**src/rtl/alu_arbiter_pkg.sv**
```systemverilog
// rtl/alu_arbiter_pkg.sv - ALU op codes, default widths and arbiter state encoding
package alu_arbiter_pkg;

    localparam int XLEN_DEF = 32;
    localparam int OPW_DEF  = 4;

    localparam logic [OPW_DEF-1:0] ALU_ADD = 4'b0000;
    localparam logic [OPW_DEF-1:0] ALU_SUB = 4'b0001;
    localparam logic [OPW_DEF-1:0] ALU_AND = 4'b0010;
    localparam logic [OPW_DEF-1:0] ALU_OR  = 4'b0011;
    localparam logic [OPW_DEF-1:0] ALU_XOR = 4'b0100;
    localparam logic [OPW_DEF-1:0] ALU_SLT = 4'b0101;
    localparam logic [OPW_DEF-1:0] ALU_SLL = 4'b0110;
    localparam logic [OPW_DEF-1:0] ALU_SRL = 4'b0111;

    typedef enum logic {
        ARB_IDLE = 1'b0,
        ARB_HOLD = 1'b1
    } arb_state_e;

endpackage

```
**src/rtl/alu_arbiter_if.sv**
```systemverilog
// rtl/alu_arbiter_if.sv - requester, response and ALU-side signals of the ALU arbiter
interface alu_arbiter_if
    import alu_arbiter_pkg::*;
#(
    parameter int XLEN = XLEN_DEF,
    parameter int OPW  = OPW_DEF
) ();

    logic [1:0]        req_valid;
    logic [1:0]        req_ready;
    logic [2*OPW-1:0]  req_op;
    logic [2*XLEN-1:0] req_a;
    logic [2*XLEN-1:0] req_b;
    logic [1:0]        rsp_valid;
    logic [1:0]        rsp_ready;
    logic [XLEN-1:0]   rsp_data;
    logic [OPW-1:0]    alu_control;
    logic [XLEN-1:0]   alu_src_a;
    logic [XLEN-1:0]   alu_src_b;
    logic [XLEN-1:0]   alu_result;

    modport slave (
        input  req_valid, req_op, req_a, req_b, rsp_ready, alu_result,
        output req_ready, rsp_valid, rsp_data, alu_control, alu_src_a, alu_src_b
    );

    modport master (
        output req_valid, req_op, req_a, req_b, rsp_ready, alu_result,
        input  req_ready, rsp_valid, rsp_data, alu_control, alu_src_a, alu_src_b
    );

endinterface

```
**src/rtl/alu_arbiter_rr_arb2.sv**
```systemverilog
// rtl/alu_arbiter_rr_arb2.sv - combinational two-way round-robin grant
module rr_arb2 (
    input  logic [1:0] req_valid_i,
    input  logic       last_i,
    output logic       any_o,
    output logic       gnt_o
);

    // On conflict the requester that did not win last time gets the grant.
    always_comb begin
        any_o = |req_valid_i;
        if (&req_valid_i) begin
            gnt_o = ~last_i;
        end else begin
            gnt_o = req_valid_i[1];
        end
    end

endmodule

```
**src/rtl/alu_arbiter.sv**
```systemverilog
// rtl/alu_arbiter.sv - shares one ALU between two requesters; stats counters under ALU_ARB_STATS_EN
module alu_arbiter
    import alu_arbiter_pkg::*;
#(
`ifdef ALU_ARB_STATS_EN
    parameter int CNT_W = 16,
`endif
    parameter int XLEN  = XLEN_DEF,
    parameter int OPW   = OPW_DEF
) (
    input  logic             clk,
    input  logic             reset,
`ifdef ALU_ARB_STATS_EN
    output logic [CNT_W-1:0] grant_cnt0,
    output logic [CNT_W-1:0] grant_cnt1,
    output logic [CNT_W-1:0] conflict_cnt,
`endif
    alu_arbiter_if.slave     bus
);

    arb_state_e      state_q, state_d;
    logic            owner_q, owner_d;
    logic            last_q, last_d;
    logic [XLEN-1:0] data_q, data_d;
    logic            any_valid;
    logic            gnt;
    logic            accept;

    rr_arb2 u_rr_arb2 (
        .req_valid_i (bus.req_valid),
        .last_i      (last_q),
        .any_o       (any_valid),
        .gnt_o       (gnt)
    );

    always_ff @(posedge clk or posedge reset) begin
        if (reset) begin
            state_q <= ARB_IDLE;
            owner_q <= 1'b0;
            last_q  <= 1'b1;
            data_q  <= '0;
        end else begin
            state_q <= state_d;
            owner_q <= owner_d;
            last_q  <= last_d;
            data_q  <= data_d;
        end
    end

    // Releasing the owner and accepting the next operation share a cycle.
    always_comb begin
        state_d = state_q;
        owner_d = owner_q;
        last_d  = last_q;
        data_d  = data_q;
        accept  = any_valid && ((state_q == ARB_IDLE) || bus.rsp_ready[owner_q]);
        if (accept) begin
            state_d = ARB_HOLD;
            owner_d = gnt;
            last_d  = gnt;
            data_d  = bus.alu_result;
        end else if ((state_q == ARB_HOLD) && bus.rsp_ready[owner_q]) begin
            state_d = ARB_IDLE;
        end
    end

    always_comb begin
        bus.req_ready = 2'b00;
        if (accept && !reset) begin
            bus.req_ready[gnt] = 1'b1;
        end
        bus.rsp_valid = 2'b00;
        if (state_q == ARB_HOLD) begin
            bus.rsp_valid[owner_q] = 1'b1;
        end
        bus.rsp_data    = data_q;
        bus.alu_control = OPW'(ALU_ADD);
        bus.alu_src_a   = '0;
        bus.alu_src_b   = '0;
        if (any_valid) begin
            bus.alu_control = gnt ? bus.req_op[2*OPW-1:OPW]  : bus.req_op[OPW-1:0];
            bus.alu_src_a   = gnt ? bus.req_a[2*XLEN-1:XLEN] : bus.req_a[XLEN-1:0];
            bus.alu_src_b   = gnt ? bus.req_b[2*XLEN-1:XLEN] : bus.req_b[XLEN-1:0];
        end
    end

`ifdef ALU_ARB_STATS_EN
    logic [CNT_W-1:0] grant_cnt0_q, grant_cnt1_q, conflict_cnt_q;

    always_ff @(posedge clk or posedge reset) begin
        if (reset) begin
            grant_cnt0_q   <= '0;
            grant_cnt1_q   <= '0;
            conflict_cnt_q <= '0;
        end else if (accept) begin
            if (!gnt && !(&grant_cnt0_q)) begin
                grant_cnt0_q <= grant_cnt0_q + 1'b1;
            end
            if (gnt && !(&grant_cnt1_q)) begin
                grant_cnt1_q <= grant_cnt1_q + 1'b1;
            end
            if ((&bus.req_valid) && !(&conflict_cnt_q)) begin
                conflict_cnt_q <= conflict_cnt_q + 1'b1;
            end
        end
    end

    assign grant_cnt0   = grant_cnt0_q;
    assign grant_cnt1   = grant_cnt1_q;
    assign conflict_cnt = conflict_cnt_q;
`endif

endmodule
```
**src/flat_wrapper.sv**
```systemverilog
// flat-port wrapper written by rule: the top's interface ports become plain ports
module alu_arbiter_flat import alu_arbiter_pkg::*;
#(

    parameter int XLEN  = XLEN_DEF,
    parameter int OPW   = OPW_DEF
)
  (clk, reset, bus_req_valid, bus_req_op, bus_req_a, bus_req_b, bus_rsp_ready, bus_alu_result, bus_req_ready, bus_rsp_valid, bus_rsp_data, bus_alu_control, bus_alu_src_a, bus_alu_src_b);
  alu_arbiter_if #(.XLEN(XLEN), .OPW(OPW)) bus_i ();
  input  logic clk;
  input  logic reset;
  input wire logic [$bits(bus_i.req_valid)-1:0] bus_req_valid;
  input wire logic [$bits(bus_i.req_op)-1:0] bus_req_op;
  input wire logic [$bits(bus_i.req_a)-1:0] bus_req_a;
  input wire logic [$bits(bus_i.req_b)-1:0] bus_req_b;
  input wire logic [$bits(bus_i.rsp_ready)-1:0] bus_rsp_ready;
  input wire logic [$bits(bus_i.alu_result)-1:0] bus_alu_result;
  output wire logic [$bits(bus_i.req_ready)-1:0] bus_req_ready;
  output wire logic [$bits(bus_i.rsp_valid)-1:0] bus_rsp_valid;
  output wire logic [$bits(bus_i.rsp_data)-1:0] bus_rsp_data;
  output wire logic [$bits(bus_i.alu_control)-1:0] bus_alu_control;
  output wire logic [$bits(bus_i.alu_src_a)-1:0] bus_alu_src_a;
  output wire logic [$bits(bus_i.alu_src_b)-1:0] bus_alu_src_b;
  assign bus_i.req_valid = bus_req_valid;
  assign bus_i.req_op = bus_req_op;
  assign bus_i.req_a = bus_req_a;
  assign bus_i.req_b = bus_req_b;
  assign bus_i.rsp_ready = bus_rsp_ready;
  assign bus_i.alu_result = bus_alu_result;
  assign bus_req_ready = bus_i.req_ready;
  assign bus_rsp_valid = bus_i.rsp_valid;
  assign bus_rsp_data = bus_i.rsp_data;
  assign bus_alu_control = bus_i.alu_control;
  assign bus_alu_src_a = bus_i.alu_src_a;
  assign bus_alu_src_b = bus_i.alu_src_b;
  alu_arbiter #(.XLEN(XLEN), .OPW(OPW)) u_core (.clk(clk), .reset(reset), .bus(bus_i));
endmodule
```
**config.mk**
```make
export PLATFORM = sky130hd
export DESIGN_NAME = alu_arbiter_flat
export DESIGN_NICKNAME = d
export VERILOG_FILES = /design/src/rtl/alu_arbiter_pkg.sv /design/src/rtl/alu_arbiter_if.sv /design/src/rtl/alu_arbiter_rr_arb2.sv /design/src/rtl/alu_arbiter.sv /design/src/flat_wrapper.sv
export SDC_FILE = /design/constraint.sdc
export NUM_CORES = 1
export LEC_CHECK = 0
export CAP_MARGIN = 10
export CORE_AREA = 2 2 109 111
export CTS_BUF_LIST = sky130_fd_sc_hd__clkbuf_4 sky130_fd_sc_hd__clkbuf_8
export DETAILED_ROUTE_END_ITERATION = 8
export DIE_AREA = 0 0 111 113
export HOLD_SLACK_MARGIN = 0.06
export PLACE_DENSITY = 0.7
export SKIP_LAST_GASP = 1
export SYNTH_ARGS = -nofsm -noshare
export SYNTH_HDL_FRONTEND = slang
export SYNTH_HIERARCHICAL = 1
export SYNTH_SLANG_ARGS = --single-unit
```
**constraint.sdc**
```tcl
create_clock -name clk -period 1.55 [get_ports clk]
set_input_delay 0.155 -clock clk [delete_from_list [all_inputs] [get_ports clk]]
set_output_delay 0.155 -clock clk [all_outputs]
set_load 0.01 [all_outputs]
```
==> flow_summary.ini <==
[outcome]
outcome = finished, violations left
violations = setup timing

[clock_tree]
holdBufCountCts = 0
insertion_delay_ns = 0.29
clockRootBuffer = clkbuf_8
clkSinkCount = 35
path_clk_slew_ns = 0.08
h-tree-depth = 2
cts_buffers = 5
clockBufferDepth = 2
cts_tree = done

[placement]
dp_hpwl_mm = 9.574
portBuffers = 277
postPlaceCellArea_um2 = 5753
place.gp.congestion = 0.9331

[global_route]
antenna_found_initial = 0
grt_pass1_vias = 3147
grt_pass1_wl_mm = 17.26
gr-total-overflow = 0
track_usage_pct = 17.48
grt_max_degree = 57

[layout]
fin_area_um2 = 5857
drive_gt1_share_pct = 28.60
fin_nets = 715
syn_to_final_growth_pct = 121.0
fin_util_pct = 51.96

[power]
p_per_area_nw_per_um2 = 820.6
p_leak_nw = 2.630
peakVddDrop_mv = 0.4815

[sta]
setup_viol = 101
fin_ws_ns = -0.3271
tns_ns = -18.08
hold_viol = 0
rsz0062_at_grt = yes
fmax_ghz = 0.5327
slew-limit-headroom_pct = 70.57
worst_pin_slew_ns = 0.4415
fin_crit_sh_pct = 121.1
fin_skew_ns = 0.009949
min_period_ns = 1.877
finalMaxSlewViolations = 0

[yosys]
ys_top_cells_by_area = dfrtp_1, mux2i_1, nor2b_1
yosys.area.top_type = dfrtp_1
ys_seq_area_share_pct = 33.10
ys_warn_count = 6
synthesis.area_um2 = 2650
synth_top_area_share_pct = 32.11
ys_types = 22
synth_seq_cells = 35
synth_nets = 412
syn_avg_cell_area_um2 = 11.13
syn_inst = 238

[critical_path]
critPathMaxFanout = 7
cp_common_cell = buf_12
reg2regPathDepth = 5
crit_arrival_ns = 1.72
slowest_stage = dfstp_2
critPathLaunchType = flop
endpoint_kind = primary output
critPathKind = flop to primary output
critPathMaxStageDelay_ns = 0.57
crit_chain = a21boi_4 -> buf_12 -> buf_12 -> buf_6 -> mux2i_1 -> nor2b_1 -> buf_2
required_ns = 1.39

[min_path]
hold_path.class = input port to asynchronous set/reset pin

[route]
vias = 2914
drt_pass1_iterations = 4
post_drt_wl_per_cell_um = 17.12
first_iter_violations = 62
drc = 0
ant_nets = 0
finalWirelength_mm = 11.74
via_per_inst = 4.248

[die]
core.rowCount = 39
start_util_pct = 23.51
pin_count = 278
dieArea_um2 = 12540
core_area_um2 = 11270
die_w_um = 111
fp.dieH_um = 113

[run]
drv_cap = 0
## sequential cells by signal, summed over array words and instances, names as in the netlist
| register | flops |
|---|---|
| u_core/last_q | 1 |
| u_core/state_q | 1 |
| u_core/bus.rsp_data | 32 |
| u_core/owner_q | 1 |
## where the power goes
| part | switching (mW) | total (mW) | internal, mW |
|---|---|---|---|
| registers | 0.123 | 1.26 | 1.14 |
| logic | 0.976 | 2.72 | 1.74 |
| clock network | 0.328 | 0.825 | 0.497 |
| total | 1.43 | 4.81 | 3.38 |
## layout by cell type (no fill, tap or decap), types with 2 or more instances in the layout
cell type / instances
mux2i_2: 5
mux2i_1: 64
nor2b_1: 68
clkdlybuf4s50_1: 204
dfrtp_1: 34
dlygate4sd2_1: 3
inv_1: 2
mux2_4: 20
mux2_1: 8
buf_12: 12
mux2_2: 5
buf_6: 14
buf_2: 67
a21o_2: 2
a21boi_4: 2
clkbuf_8: 5
buf_4: 9
clkbuf_2: 2
## synth_stat cells (all sizes together)
| cell | instances |
|---|---|
| nor2 | 1 |
| o21ai | 1 |
| nor2b | 68 |
| dfstp | 1 |
| a22o | 1 |
| nand2b | 1 |
| a21boi | 2 |
| and3 | 1 |
| inv | 2 |
| buf | 10 |
| mux2i | 69 |
| and2 | 1 |
| a21o | 2 |
| clkbuf | 9 |
| mux2 | 33 |
| nor3b | 1 |
| dfrtp | 34 |
| or2 | 1 |
## per-stage QoR
stage / hold slack [ns] / cells / worst slack, ns / power [mW]
2_1_floorplan: 0.2897 / 238 / 0.06389 / 2.363
3_3_place_gp: 0.4702 / 658 / -0.6161 / 3.919
3_5_place_dp: 0.4749 / 658 / -0.6379 / 3.945
4_1_cts: 0.3613 / 680 / -0.3647 / 4.797
5_1_grt: 0.4382 / 685 / -0.4037 / 5.074
6_report: 0.3560 / 686 / -0.3271 / 4.806
## worst max-delay path: cells and delay by family, from the launching register on
kind | cells | cell delay [ns]
buf+inv | 4 | 0.55
simple gates | 1 | 0.13
flops | 1 | 0.57
mux | 1 | 0.10
compound gates | 1 | 0.08
## area by class of cell
| type | count | area, um2 |
|---|---|---|
| fillers | 1024 | 5415 |
| repair buffers | 315 | 2979 |
| multi-input cells | 182 | 1698 |
| flip-flops and latches | 35 | 877.1 |
| well taps | 143 | 178.9 |
| clock buffers | 6 | 76.32 |
| clock inverters | 2 | 37.54 |
| inverters | 2 | 7.507 |
| diodes | 1 | 2.502 |
## cells by family (layout without fill, tap and decap cells)
family	Yosys count	count (layout)	synth area share [%]
compound gates	6	6	2.172
buf+inv	21	325	4.155
flops	35	35	33.10
mux	102	102	42.92
other cells	0	1	0
simple gates	74	74	17.66
## path summary, 6_finish.rpt
kind,startpoint,end,slack [ns]
max in group asynchronous,reset,u_core/last_q,0.86
min in group clk,bus_alu_result[25],u_core/bus.rsp_data[25],0.47
max,u_core/last_q,bus_alu_src_b[0],-0.33
min reg2reg,u_core/bus.rsp_data[25],u_core/bus.rsp_data[25],0.49
max reg2reg,u_core/owner_q,u_core/bus.rsp_data[4],-0.10
min,reset,u_core/bus.rsp_data[4],0.36
## timing repair
action | 4_1_cts | 5_1_grt
setup endpoints to repair | 97 | 103
cloned | 5 | 1
gates resized for setup | 287 | 23
pin swaps | 2 | 1
setup buffers | 9 | 7
endpoints found under the hold margin | 0 | 0
## layer usage
metal,track usage [%],share of wire (%),up-vias
li1,-,-,1420
met1,20.01,38,1341
met5,0,0,-
met3,4.446,6.8,15
met4,4.667,1.5,0
met2,32.43,54,138
Power figures use the tool's default switching activity.
